===== config.mk =====
export PLATFORM = sky130hd
export DESIGN_NAME = systolic_array_feeder
export DESIGN_NICKNAME = d
export VERILOG_FILES = /design/src/rtl/systolic_array_feeder.sv
export SDC_FILE = /design/constraint.sdc
export NUM_CORES = 1
export LEC_CHECK = 0
export BUFFER_PORTS_ARGS = -buffer_cell sky130_fd_sc_hd__buf_4
export CORE_UTILIZATION = 51
export DETAILED_ROUTE_END_ITERATION = 8
export PLACE_DENSITY = 0.73
export SETUP_SLACK_MARGIN = 0.05
export SLEW_MARGIN = 20
export SYNTH_ARGS = -nofsm -noshare
export SYNTH_HDL_FRONTEND = slang
export SYNTH_SLANG_ARGS = --single-unit

===== constraint.sdc =====
create_clock -name clk -period 1.6 [get_ports clk]
set_input_delay 0.08 -clock clk [delete_from_list [all_inputs] [get_ports clk]]
set_output_delay 0.08 -clock clk [all_outputs]
set_load 0.01 [all_outputs]

===== src/rtl/systolic_array_feeder.sv =====
// rtl/systolic_array_feeder.sv - skewing source driver for an m x n systolic matmul array
// Runs clear -> stream -> drain per job and skews A/B beats into the array's row/col inputs.
module systolic_array_feeder #(
  parameter int m           = 16,
  parameter int n           = 16,
  parameter int input_width = 8,
  parameter int k_max       = 256,
  parameter int pe_latency  = 1,
  localparam int KW         = $clog2(k_max + 1)
) (
  input  logic                       clk,
  input  logic                       reset,
  input  logic                       start,
  input  logic [KW-1:0]              k_len,
  output logic                       busy,
  output logic                       done,
  input  logic                       beat_valid,
  output logic                       beat_ready,
  input  logic [m*input_width-1:0]   beat_a,
  input  logic [n*input_width-1:0]   beat_b,
  output logic                       array_clr,
  output logic [m*input_width-1:0]   in_row,
  output logic [n*input_width-1:0]   in_col
);

  localparam int D  = m + n - 1 + pe_latency;
  localparam int DW = $clog2(D + 1);

  typedef enum logic [2:0] {
    S_IDLE,
    S_CLEAR,
    S_STREAM,
    S_DRAIN,
    S_DONE
  } state_t;

  state_t          r_state;
  state_t          w_next;
  logic [KW-1:0]   r_k_len;
  logic [KW-1:0]   r_beat_cnt;
  logic [DW-1:0]   r_drain_cnt;
  logic            w_accept;

  assign beat_ready = (r_state == S_STREAM) && (r_beat_cnt != r_k_len);
  assign w_accept   = beat_valid && beat_ready;
  assign busy       = (r_state == S_CLEAR) || (r_state == S_STREAM) || (r_state == S_DRAIN);
  assign done       = (r_state == S_DONE);
  assign array_clr  = (r_state == S_CLEAR);

  always_comb begin
    w_next = r_state;
    case (r_state)
      S_IDLE:   if (start) w_next = S_CLEAR;
      S_CLEAR:  w_next = (r_k_len == '0) ? S_DRAIN : S_STREAM;
      S_STREAM: if (w_accept && ((r_beat_cnt + KW'(1)) == r_k_len)) w_next = S_DRAIN;
      S_DRAIN:  if (r_drain_cnt == DW'(D - 1)) w_next = S_DONE;
      S_DONE:   w_next = S_IDLE;
      default:  w_next = S_IDLE;
    endcase
  end

  always_ff @(posedge clk or negedge reset) begin
    if (!reset) begin
      r_state     <= S_IDLE;
      r_k_len     <= '0;
      r_beat_cnt  <= '0;
      r_drain_cnt <= '0;
    end else begin
      r_state <= w_next;
      if (r_state == S_IDLE && start) r_k_len <= k_len;
      if (r_state == S_CLEAR)  r_beat_cnt <= '0;
      else if (w_accept)       r_beat_cnt <= r_beat_cnt + 1'b1;
      if (r_state == S_DRAIN)  r_drain_cnt <= r_drain_cnt + 1'b1;
      else                     r_drain_cnt <= '0;
    end
  end

  // Non-accepted cycles feed zeros so stalls become zero-product slots in the array.
  genvar gi;
  for (gi = 0; gi < m; gi++) begin : g_row
    logic [input_width-1:0] w_in;
    logic [input_width-1:0] r_out;
    assign w_in = w_accept ? beat_a[gi*input_width +: input_width] : '0;
    assign in_row[gi*input_width +: input_width] = r_out;
    if (gi == 0) begin : g_nodly
      always_ff @(posedge clk or negedge reset) begin
        if (!reset) r_out <= '0;
        else        r_out <= w_in;
      end
    end else begin : g_dly
      logic [input_width-1:0] r_line [gi];
      always_ff @(posedge clk or negedge reset) begin
        if (!reset) begin
          for (int s = 0; s < gi; s++) r_line[s] <= '0;
          r_out <= '0;
        end else begin
          r_line[0] <= w_in;
          for (int s = 1; s < gi; s++) r_line[s] <= r_line[s-1];
          r_out <= r_line[gi-1];
        end
      end
    end
  end

  genvar gj;
  for (gj = 0; gj < n; gj++) begin : g_col
    logic [input_width-1:0] w_in;
    logic [input_width-1:0] r_out;
    assign w_in = w_accept ? beat_b[gj*input_width +: input_width] : '0;
    assign in_col[gj*input_width +: input_width] = r_out;
    if (gj == 0) begin : g_nodly
      always_ff @(posedge clk or negedge reset) begin
        if (!reset) r_out <= '0;
        else        r_out <= w_in;
      end
    end else begin : g_dly
      logic [input_width-1:0] r_line [gj];
      always_ff @(posedge clk or negedge reset) begin
        if (!reset) begin
          for (int s = 0; s < gj; s++) r_line[s] <= '0;
          r_out <= '0;
        end else begin
          r_line[0] <= w_in;
          for (int s = 1; s < gj; s++) r_line[s] <= r_line[s-1];
          r_out <= r_line[gj-1];
        end
      end
    end
  end

endmodule


**After elaboration in Yosys (flattened, before gate mapping)**

Cells that the tools add are included.

- Reduce and logical (&&, ||, !) cells: 10
- Multiplexer cells: 40
- Equal/unequal tests: 10
- Add/sub/neg operators: 2

Operators with widths:

| operator | count |
|---|---|
| two-way mux 8 bit | 32 |
| two-way mux 9 bit | 2 |
| case mux 3 bit (4 select lines) | 1 |
| adder 9 x 1 -> 9 bit (second input constant) | 1 |
| == test 9 bit | 1 |
| logical NOT 9 bit | 1 |
| two-way mux 3 bit | 3 |
| != test 9 bit | 1 |
| adder 6 x 1 -> 6 bit (second input constant) | 1 |
| == test 3 x 2 -> 1 bit (second input constant) | 2 |
| == test 6 x 5 -> 1 bit (second input constant) | 1 |
| two-way mux 6 bit | 1 |
| logical AND 1 bit | 4 |
| != test 2 bit (second input constant) | 2 |
| == test 3 x 1 -> 1 bit (second input constant) | 1 |
| == test 3 bit (second input constant) | 1 |
| logical NOT 3 bit | 1 |
| AND reduction 3 bit | 1 |
| logical OR 1 bit | 2 |
| != test 2 x 1 -> 1 bit (second input constant) | 1 |
| nonzero test 2 bit | 1 |
| two-way mux 1 bit | 1 |

- Input port bits: 269
- Word-level logic and storage cells: 338
- Output and inout port bits: 260
- Register bits after elaboration: 2,203

**Depth between registers and ports, before layout**

Gate-level depths: netlist of the first run.

- Word-level depth: 6
- Gate-level depth with buffers: 8
- Depth with buffers taken out: 6

**Least setup slack after synthesis of the first run**

Ideal clock, no wire load.

- Path type: register to register
- Start point: register r_beat_cnt[5]
- End point: register g_col[0].r_out[0]
- Slack: -0.160 ns
- Path buffers: 4
- Required time: 1.481 ns
- Clock period less this slack: 1.760 ns
- Setup time: 0.119 ns
- Arrival: 1.641 ns
- Cell stages (with the launch flop): 9
- Cell sequence: dfrtp_1 -> buf_2 -> xor2_1 -> nand4bb_4 -> o31a_1 -> buf_4 -> buf_6 -> buf_6 -> and2_1

- Longest elaborated chain between the ends: 4

RTL lines:

| item | RTL line | text |
|---|---|---|
| start: declaration | 40 | `logic [KW-1:0] r_beat_cnt;` |
| start signal: assignment | 72 | `else if (w_accept) r_beat_cnt <= r_beat_cnt + 1'b1;` |
| != test 9 bit | 44 | `assign beat_ready = (r_state == S_STREAM) && (r_beat_cnt != r_k_len);` |
| logical AND 1 bit | 44 |  |
| logical AND 1 bit | 45 | `assign w_accept = beat_valid && beat_ready;` |
| two-way mux 8 bit | 109 | `assign w_in = w_accept ? beat_b[gj*input_width +: input_width] : '0;` |
| net g_col[0].w_in[0] | 107 | `logic [input_width-1:0] w_in;` |
| end signal: assignment | 114 | `else r_out <= w_in;` |
| end: declaration | 108 | `logic [input_width-1:0] r_out;` |

The timed path passes the listed nets, and every way through them passes these cells.
A chain may end at the register's enable or synchronous reset.

**Final worst setup path of the first run**

- Start point: register r_beat_cnt[1]
- End point: output beat_ready

- Longest elaborated chain between the ends: 2

RTL lines:

| item | RTL line | text |
|---|---|---|
| != test 9 bit | 44 |  |
| logical AND 1 bit | 44 |  |
| end: declaration | 18 | `output logic beat_ready,` |

No other way between the ends.

==> results of run 1 <==
==> through the flow <==
step / setup slack (ns) / cells / hold WS, ns / cell area, µm²
floorplan: -0.124 / 2621 / -0.216 / 57900
global placement: -0.301 / 4754 / 0.0157 / 65100
detailed placement: -0.303 / 4754 / 0.0427 / 65100
CTS: -0.702 / 5462 / 0.0000898 / 75500
global route: -0.738 / 5484 / 0.0110 / 75600
finish: -0.642 / 5490 / 0.0476 / 75700
==> timing repair <==
| item | 4_1_cts | 5_1_grt |
|---|---|---|
| hold buffers | 341 | 0 |
| gates resized for setup | 23 | 6 |
| endpoints found under the setup margin | 278 | 279 |
| setup buffers | 5 | 3 |
| endpoints found under the hold margin | 2475 | 0 |
| pin swaps | 7 | 7 |
| cloned | 6 | 0 |
==> kinds of logic (layout without fill, tap and decap cells) <==
group	count (synthesis)	in the layout	synth area share, %
other	0	25	0
AND/OR/NAND/NOR	319	319	3.37
flip-flops	2203	2203	95.4
XOR/XNOR	18	18	0.299
adder cells (fa/ha/maj)	2	2	0.0433
multiplexers	10	10	0.188
buffers and inverters	43	1387	0.439
AO/OA/AOI/OAI	26	26	0.307
==> path summary, 6_finish.rpt <==
check,start,endpoint
max,r_beat_cnt[1],beat_ready
min,beat_b[114],g_col[14].g_dly.r_line[106]
max reg2reg,r_beat_cnt[1],g_row[14].g_dly.r_line[107]
min reg2reg,g_col[10].g_dly.r_line[44],g_col[10].g_dly.r_line[36]
max in group asynchronous,reset,g_row[11].g_dly.r_line[10]
min in group asynchronous,reset,g_row[4].r_out[6]
==> state kept, by name (all words and copies together), names as in the netlist <==
signal	flops
g_row.g_dly.r_line	960
r_state	3
r_drain_cnt	6
r_k_len	9
r_beat_cnt	9
g_col.r_out	128
g_row.r_out	128
g_col.g_dly.r_line	960
==> final cells by class <==
type / count / area [µm²]
sequential: 2203 / 55100
clock buffer: 286 / 5730
antenna: 25 / 62.6
tap: 1500 / 1880
timing repair buffer: 1023 / 9300
multi-input combinational: 375 / 2520
clock inverter: 71 / 1010
fill: 6663 / 36800
inverter: 7 / 28.8
==> placed cells by master (no fill, tap or decap), types with 5 or more instances in the layout <==
cell | netlist | routed
bufinv_16 | 0 | 15
a21oi_1 | 5 | 5
clkbuf_1 | 19 | 46
clkbuf_8 | 0 | 40
nand2_1 | 13 | 13
clkinvlp_4 | 0 | 8
buf_4 | 1 | 621
inv_1 | 7 | 6
dlygate4sd3_1 | 0 | 341
xnor2_2 | 2 | 6
clkbuf_16 | 0 | 200
nor2_1 | 13 | 12
clkinv_16 | 0 | 6
and2_1 | 259 | 252
buf_12 | 0 | 44
clkinv_2 | 0 | 28
mux2_2 | 7 | 7
and2_4 | 0 | 7
nand3_1 | 12 | 11
o21ai_0 | 8 | 7
xor2_1 | 7 | 7
clkinv_4 | 0 | 5
diode_2 | 0 | 25
buf_6 | 11 | 9
dfrtp_1 | 2203 | 2203
xnor2_1 | 9 | 5
==> report_power, final <==
group / total (W) / internal [W] / switching [W] / leakage [nW]
Combinational: 0.00795 / 0.00393 / 0.00402 / 6.12
Sequential: 0.0673 / 0.0642 / 0.00317 / 28.5
Clock: 0.0482 / 0.0275 / 0.0206 / 3.28
Total: 0.123 / 0.0956 / 0.0278 / 37.9
==> worst max-delay path, stage by stage, from the launching register on <==
cell and delay [ns]:
dfrtp_1 0.41, xnor2_2 0.18, buf_4 0.14, nand4bb_4 0.13, o311a_4 0.39, buf_6 0.13
==> metal layers <==
layer | vias up | part of all wire, %
met1 | 13400 | 36
met5 | - | 0.050
met4 | 10 | 4.4
met3 | 304 | 4.8
li1 | 10600 | -
met2 | 727 | 54
==> flow_metrics.env, run 1 <==
export IMPL_outcome="finished with violations"
export IMPL_violations="negative setup slack"
export IMPL_clock_path_buffers=3
export IMPL_critical_path_max_fanout=2
export IMPL_critPathArrivalTime_ns=2.16
export IMPL_drt_antenna_violating_nets=0
export IMPL_finalPower_w=0.123
export IMPL_number_of_violations_of_the_max_capacitance_limit=0
export IMPL_netlist_top_cells_count="2203 x dfrtp_1, 259 x and2_1, 19 x clkbuf_1"
export IMPL_fmaxAchievable_mhz=446
export IMPL_ys_dominant_reg_cell="dfrtp_1"
export IMPL_grt_pass1_vias=30200
export IMPL_worst_clock_skew_ns=0.0341
export IMPL_route_vias_total=25000
export IMPL_end_kind="output pin"
export IMPL_final_setup_worst_slack_ns=-0.642
export IMPL_ys_async_sr_fraction_pct=100
export IMPL_clock_latency_reported_for_the_late_side_of_the_worst_skew_pair_ns=0.79
export IMPL_yosys_cell_count_top_type="dfrtp_1"
export IMPL_first_pass_grt_wire_length_um=179000
export IMPL_layout_core_utilization_pct=67.2
export IMPL_groute_usage_overall_pct=21.1
export IMPL_required_ns=1.52
export IMPL_syn_warnings=0
export IMPL_core_area_mm2=0.112
export IMPL_wl_per_cell_um=20.9
export IMPL_worst_slew_margin_rel_pct=66.0
export IMPL_die_area_mm2=0.115
export IMPL_synth_seq_area_share_pct=95.4
export IMPL_tns_ns=-121.95
export IMPL_ios=529
export IMPL_worst_setup_hold_path_clk_slew_ns=0.06
export IMPL_drive_above_1_share_pct=25.8
export IMPL_synth_enable_flop_cells=0
export IMPL_post_route_period_util_pct=140
export IMPL_met3_routing_resource_usage_after_global_routing_pct=5.03
export IMPL_avgSynthCellArea_um2=22.1
export IMPL_drt_drc_violations_left=0
export IMPL_netlist_instances=2621
export IMPL_synth_net_count=2892
export IMPL_synthDistinctLibCells=43
export IMPL_timing_final_crit_period_ns=2.24
export IMPL_drv_slew=0
export IMPL_area_growth_synth_to_final_pct=30.9
export IMPL_drt_first_pass_iters=6
export IMPL_timing_critical_path_from_type="flop"
export IMPL_holdCritPathClass="in2reg"
export IMPL_min_delay_path_depth=3
export IMPL_root_buffer="clkbuf_16"
export IMPL_hpwlAfterDp_um=57800
export IMPL_leakage_nw=37.9
export IMPL_gp_congestion=0.786
export IMPL_num_rows=123
export IMPL_netlist_top_cell_by_area="dfrtp_1"
export IMPL_groute_layer_met2_usage_pct=37.2
export IMPL_initial_utilization_pct=51.4
export IMPL_synth_seq_cells=2203
export IMPL_global_route_overflow_total=0
export IMPL_worst_pin_slew_ns=0.509
export IMPL_routed_via_density=4.55
export IMPL_rsz0062_at_grt="yes"
export IMPL_final_setup_viol_count=277
export IMPL_tritoncts_clock_tree="done"
export IMPL_post_synth_instance_area_mm2=0.0578
export IMPL_layer_carrying_the_most_global_route_usage="met2"
export IMPL_grt_max_degree=81
export IMPL_chipWidth_um=339
export IMPL_port_buffers=528
export IMPL_cts_inserted_buffers=200
export IMPL_finalWirelength_um=115000
export IMPL_die_y_um=339
export IMPL_clock_sinks=2203
export IMPL_number_of_antenna_violations_at_the_first_check_in_global_routing=26
export IMPL_met1_track_demand_over_resource_pct=24.5
export IMPL_drt_iter0_markers=1254
export IMPL_report_final_hold_viol_count=0
export IMPL_ir_worst_vdd_v=0.00101
export IMPL_synth_area_leaders="dfrtp_1 95%, and2_1 2.8%, buf_6 0.21%"
export IMPL_clock_tree_htree_level_count=4
export IMPL_worst_r2r_cell_count=7
export IMPL_ff2ff_setup_slack_ns=-0.57
export IMPL_critPathKind="reg2out"
export IMPL_power_density_mw_per_mm2=1630
export IMPL_netlist_area_leader_share_pct=95.4
export IMPL_finish_net_count=4081
Power figures use the tool's default switching activity.
==> run 2, diff against run 1 <==
--- a/config.mk
+++ b/config.mk
@@ -5,9 +5,10 @@
 export SDC_FILE = /design/constraint.sdc
 export NUM_CORES = 1
 export LEC_CHECK = 0
-export BUFFER_PORTS_ARGS = -buffer_cell sky130_fd_sc_hd__buf_4
+export BUFFER_PORTS_ARGS = -buffer_cell sky130_fd_sc_hd__buf_2
 export CORE_UTILIZATION = 51
 export DETAILED_ROUTE_END_ITERATION = 8
+export GPL_TIMING_DRIVEN = 0
 export PLACE_DENSITY = 0.73
 export SETUP_SLACK_MARGIN = 0.05
 export SLEW_MARGIN = 20
==> run 2 against run 1 <==
Compared with the run above:
- the flow finishes with violations (negative hold slack, negative setup slack)
- clock skew down 0.0015 ns
- via count grew 1.2%
- power increased by 1.6%
- sequential cell count did not move
==> flow_metrics.env, run 2 (same netlist as run 1, synthesis figures left out) <==
export IMPL_outcome="finished with violations"
export IMPL_violations="negative hold slack, negative setup slack"
export IMPL_crit_chain="xor2_2 -> nand4bb_4 -> buf_6 -> o31a_1 -> buf_12 -> clkbuf_16 -> buf_8 -> and2_4"
export IMPL_clkPwrFrac_pct=39.2
export IMPL_worstPathBufferInverterCount=4
export IMPL_worst_setup_hold_path_clk_slew_ns=0.07
export IMPL_drv_slew=0
export IMPL_grt_pass1_vias=29600
export IMPL_initial_utilization_pct=51.4
export IMPL_clock_tree_htree_level_count=4
export IMPL_num_rows=123
export IMPL_finalWirelength_um=123000
export IMPL_timing_critical_path_slowest_cell_delay_ns=0.43
export IMPL_clock_latency_reported_for_the_late_side_of_the_worst_skew_pair_ns=0.80
export IMPL_global_route_overflow_total=0
export IMPL_fmaxAchievable_mhz=437
export IMPL_root_buffer="clkbuf_16"
export IMPL_report_final_hold_viol_count=321
export IMPL_tns_ns=-212.70
export IMPL_drt_drc_violations_left=0
export IMPL_route_vias_total=25300
export IMPL_top_regs="g_col.g_dly.r_line x960, g_row.g_dly.r_line x960"
export IMPL_ir_worst_vdd_v=0.00114
export IMPL_critPathKind="reg2reg"
export IMPL_chipWidth_um=339
export IMPL_hpwlAfterDp_um=54100
export IMPL_core_area_mm2=0.112
export IMPL_rsz0062_at_grt="yes"
export IMPL_layout_cells_most_common_list="2199 x dfrtp_1, 526 x buf_2, 338 x dlygate4sd3_1, 256 x and2_4, 231 x clkbuf_16"
export IMPL_leakage_nw=38.5
export IMPL_timing_final_crit_period_ns=2.29
export IMPL_power_switching_share_pct=22.8
export IMPL_number_of_antenna_violations_at_the_first_check_in_global_routing=14
export IMPL_drt_antenna_violating_nets=0
export IMPL_timing_critical_path_from_type="flop"
export IMPL_cell_internal_pwr_w=0.0968
export IMPL_final_setup_worst_slack_ns=-0.686
export IMPL_cts_inserted_buffers=201
export IMPL_groute_usage_overall_pct=21.3
export IMPL_gp_congestion=0.812
export IMPL_drt_iter0_markers=1480
export IMPL_port_buffers=528
export IMPL_post_route_period_util_pct=143
export IMPL_critical_path_slowest_cell="dfrtp_1"
export IMPL_share_seq_of_total_power_pct=53.8
export IMPL_required_ns=2.26
export IMPL_routed_via_density=4.63
export IMPL_tritoncts_clock_tree="done"
export IMPL_worst_path_dominant_cell_family="buffers and inverters"
export IMPL_critical_path_max_fanout=7
export IMPL_drt_first_pass_iters=5
export IMPL_layout_cells_most_common="dfrtp_1"
export IMPL_worst_slew_margin_rel_pct=48.0
export IMPL_clock_path_buffers=3
export IMPL_area_growth_synth_to_final_pct=31.2
export IMPL_power_switching_w=0.0286
export IMPL_die_area_mm2=0.115
export IMPL_worst_pin_slew_ns=0.775
export IMPL_final_setup_viol_count=719
export IMPL_die_y_um=339
export IMPL_share_comb_of_total_power_pct=7.0
export IMPL_drive_above_1_share_pct=32.1
export IMPL_end_kind="flop"
export IMPL_grt_max_degree=153
export IMPL_number_of_violations_of_the_max_capacitance_limit=0
export IMPL_ios=529
export IMPL_pre_cts_ws_ns=-1.75
export IMPL_power_density_mw_per_mm2=1650
export IMPL_holdCritPathClass="in2async"
export IMPL_layout_core_utilization_pct=67.4
export IMPL_finish_net_count=4060
export IMPL_critPathArrivalTime_ns=2.95
export IMPL_worst_clock_skew_ns=0.0327
export IMPL_fin_hold_ws_ns=-0.230
export IMPL_first_pass_grt_wire_length_um=181000
export IMPL_finalPower_w=0.125
export IMPL_wl_per_cell_um=22.5
export IMPL_clock_sinks=2203
run 2: power by group through the flow:
stage / clock (W) / sequential [W] / combinational (W)
3_3_place_gp: 0 / 0.0676 / 0.00455
6_report: 0.0491 / 0.0675 / 0.00877
5_1_grt: 0.0527 / 0.0682 / 0.00929
3_5_place_dp: 0 / 0.0679 / 0.00540
2_1_floorplan: 0 / 0.0672 / 0.00161
4_1_cts: 0.0501 / 0.0674 / 0.00715
run 2: final cells by class:
type                            count  area [µm²]
Tap cell                         1500        1880
Clock buffer                      295        5900
Timing Repair Buffer              968        8240
Clock inverter                     71         937
Buffer                             33         538
Inverter                            7        28.8
Antenna cell                        9        22.5
Sequential cell                  2203       55100
Fill cell                        6632       36600
Multi-Input combinational cell    375        3180
run 2: repair_timing:
item	4_1_cts	5_1_grt
buffers inserted	14	15
endpoints found under the hold margin	776	521
hold buffers	338	10
setup endpoints to repair	1016	938
pin swaps	5	205
gates resized for setup	120	292
gates cloned	25	22
run 2: worst reg2reg max path: stages, from the launching register on:
cell       delay, ns
dfrtp_1         0.43
xor2_2          0.20
nand4bb_4       0.24
buf_6           0.14
o31a_1          0.39
buf_12          0.21
clkbuf_16       0.20
buf_8           0.16
and2_4          0.17
run 2: metrics by stage:
step | std cells | instance area, µm²
CTS | 5408 | 74300
floorplan | 2621 | 57900
global route | 5459 | 75800
global placement | 4649 | 62400
finish | 5461 | 75900
detailed placement | 4666 | 62900
run 2: per-layer routing:
layer  track usage [%]  vias up  routed length, µm
li1                  -    10500                  -
met1              25.4    13600              44700
met2              36.8      831              66500
met3              5.00      328               5880
met4              10.3        6               5850
met5                 0        -                 36
run 2: final timing paths:
check / start / end / cells past startpoint / slack, ns
min reg2reg: g_col[4].g_dly.r_line[17] / g_col[4].g_dly.r_line[9] / 0 / 0.33
max in group asynchronous: reset / g_col[8].g_dly.r_line[2] / 11 / -0.20
min: reset / g_row[5].g_dly.r_line[15] / 6 / -0.23
max: r_k_len[8] / g_row[15].g_dly.r_line[116] / 8 / -0.69
min in group clk: beat_b[29] / g_col[3].g_dly.r_line[21] / 3 / 0.06
max reg2reg: r_k_len[8] / g_row[15].g_dly.r_line[116] / 8 / -0.69
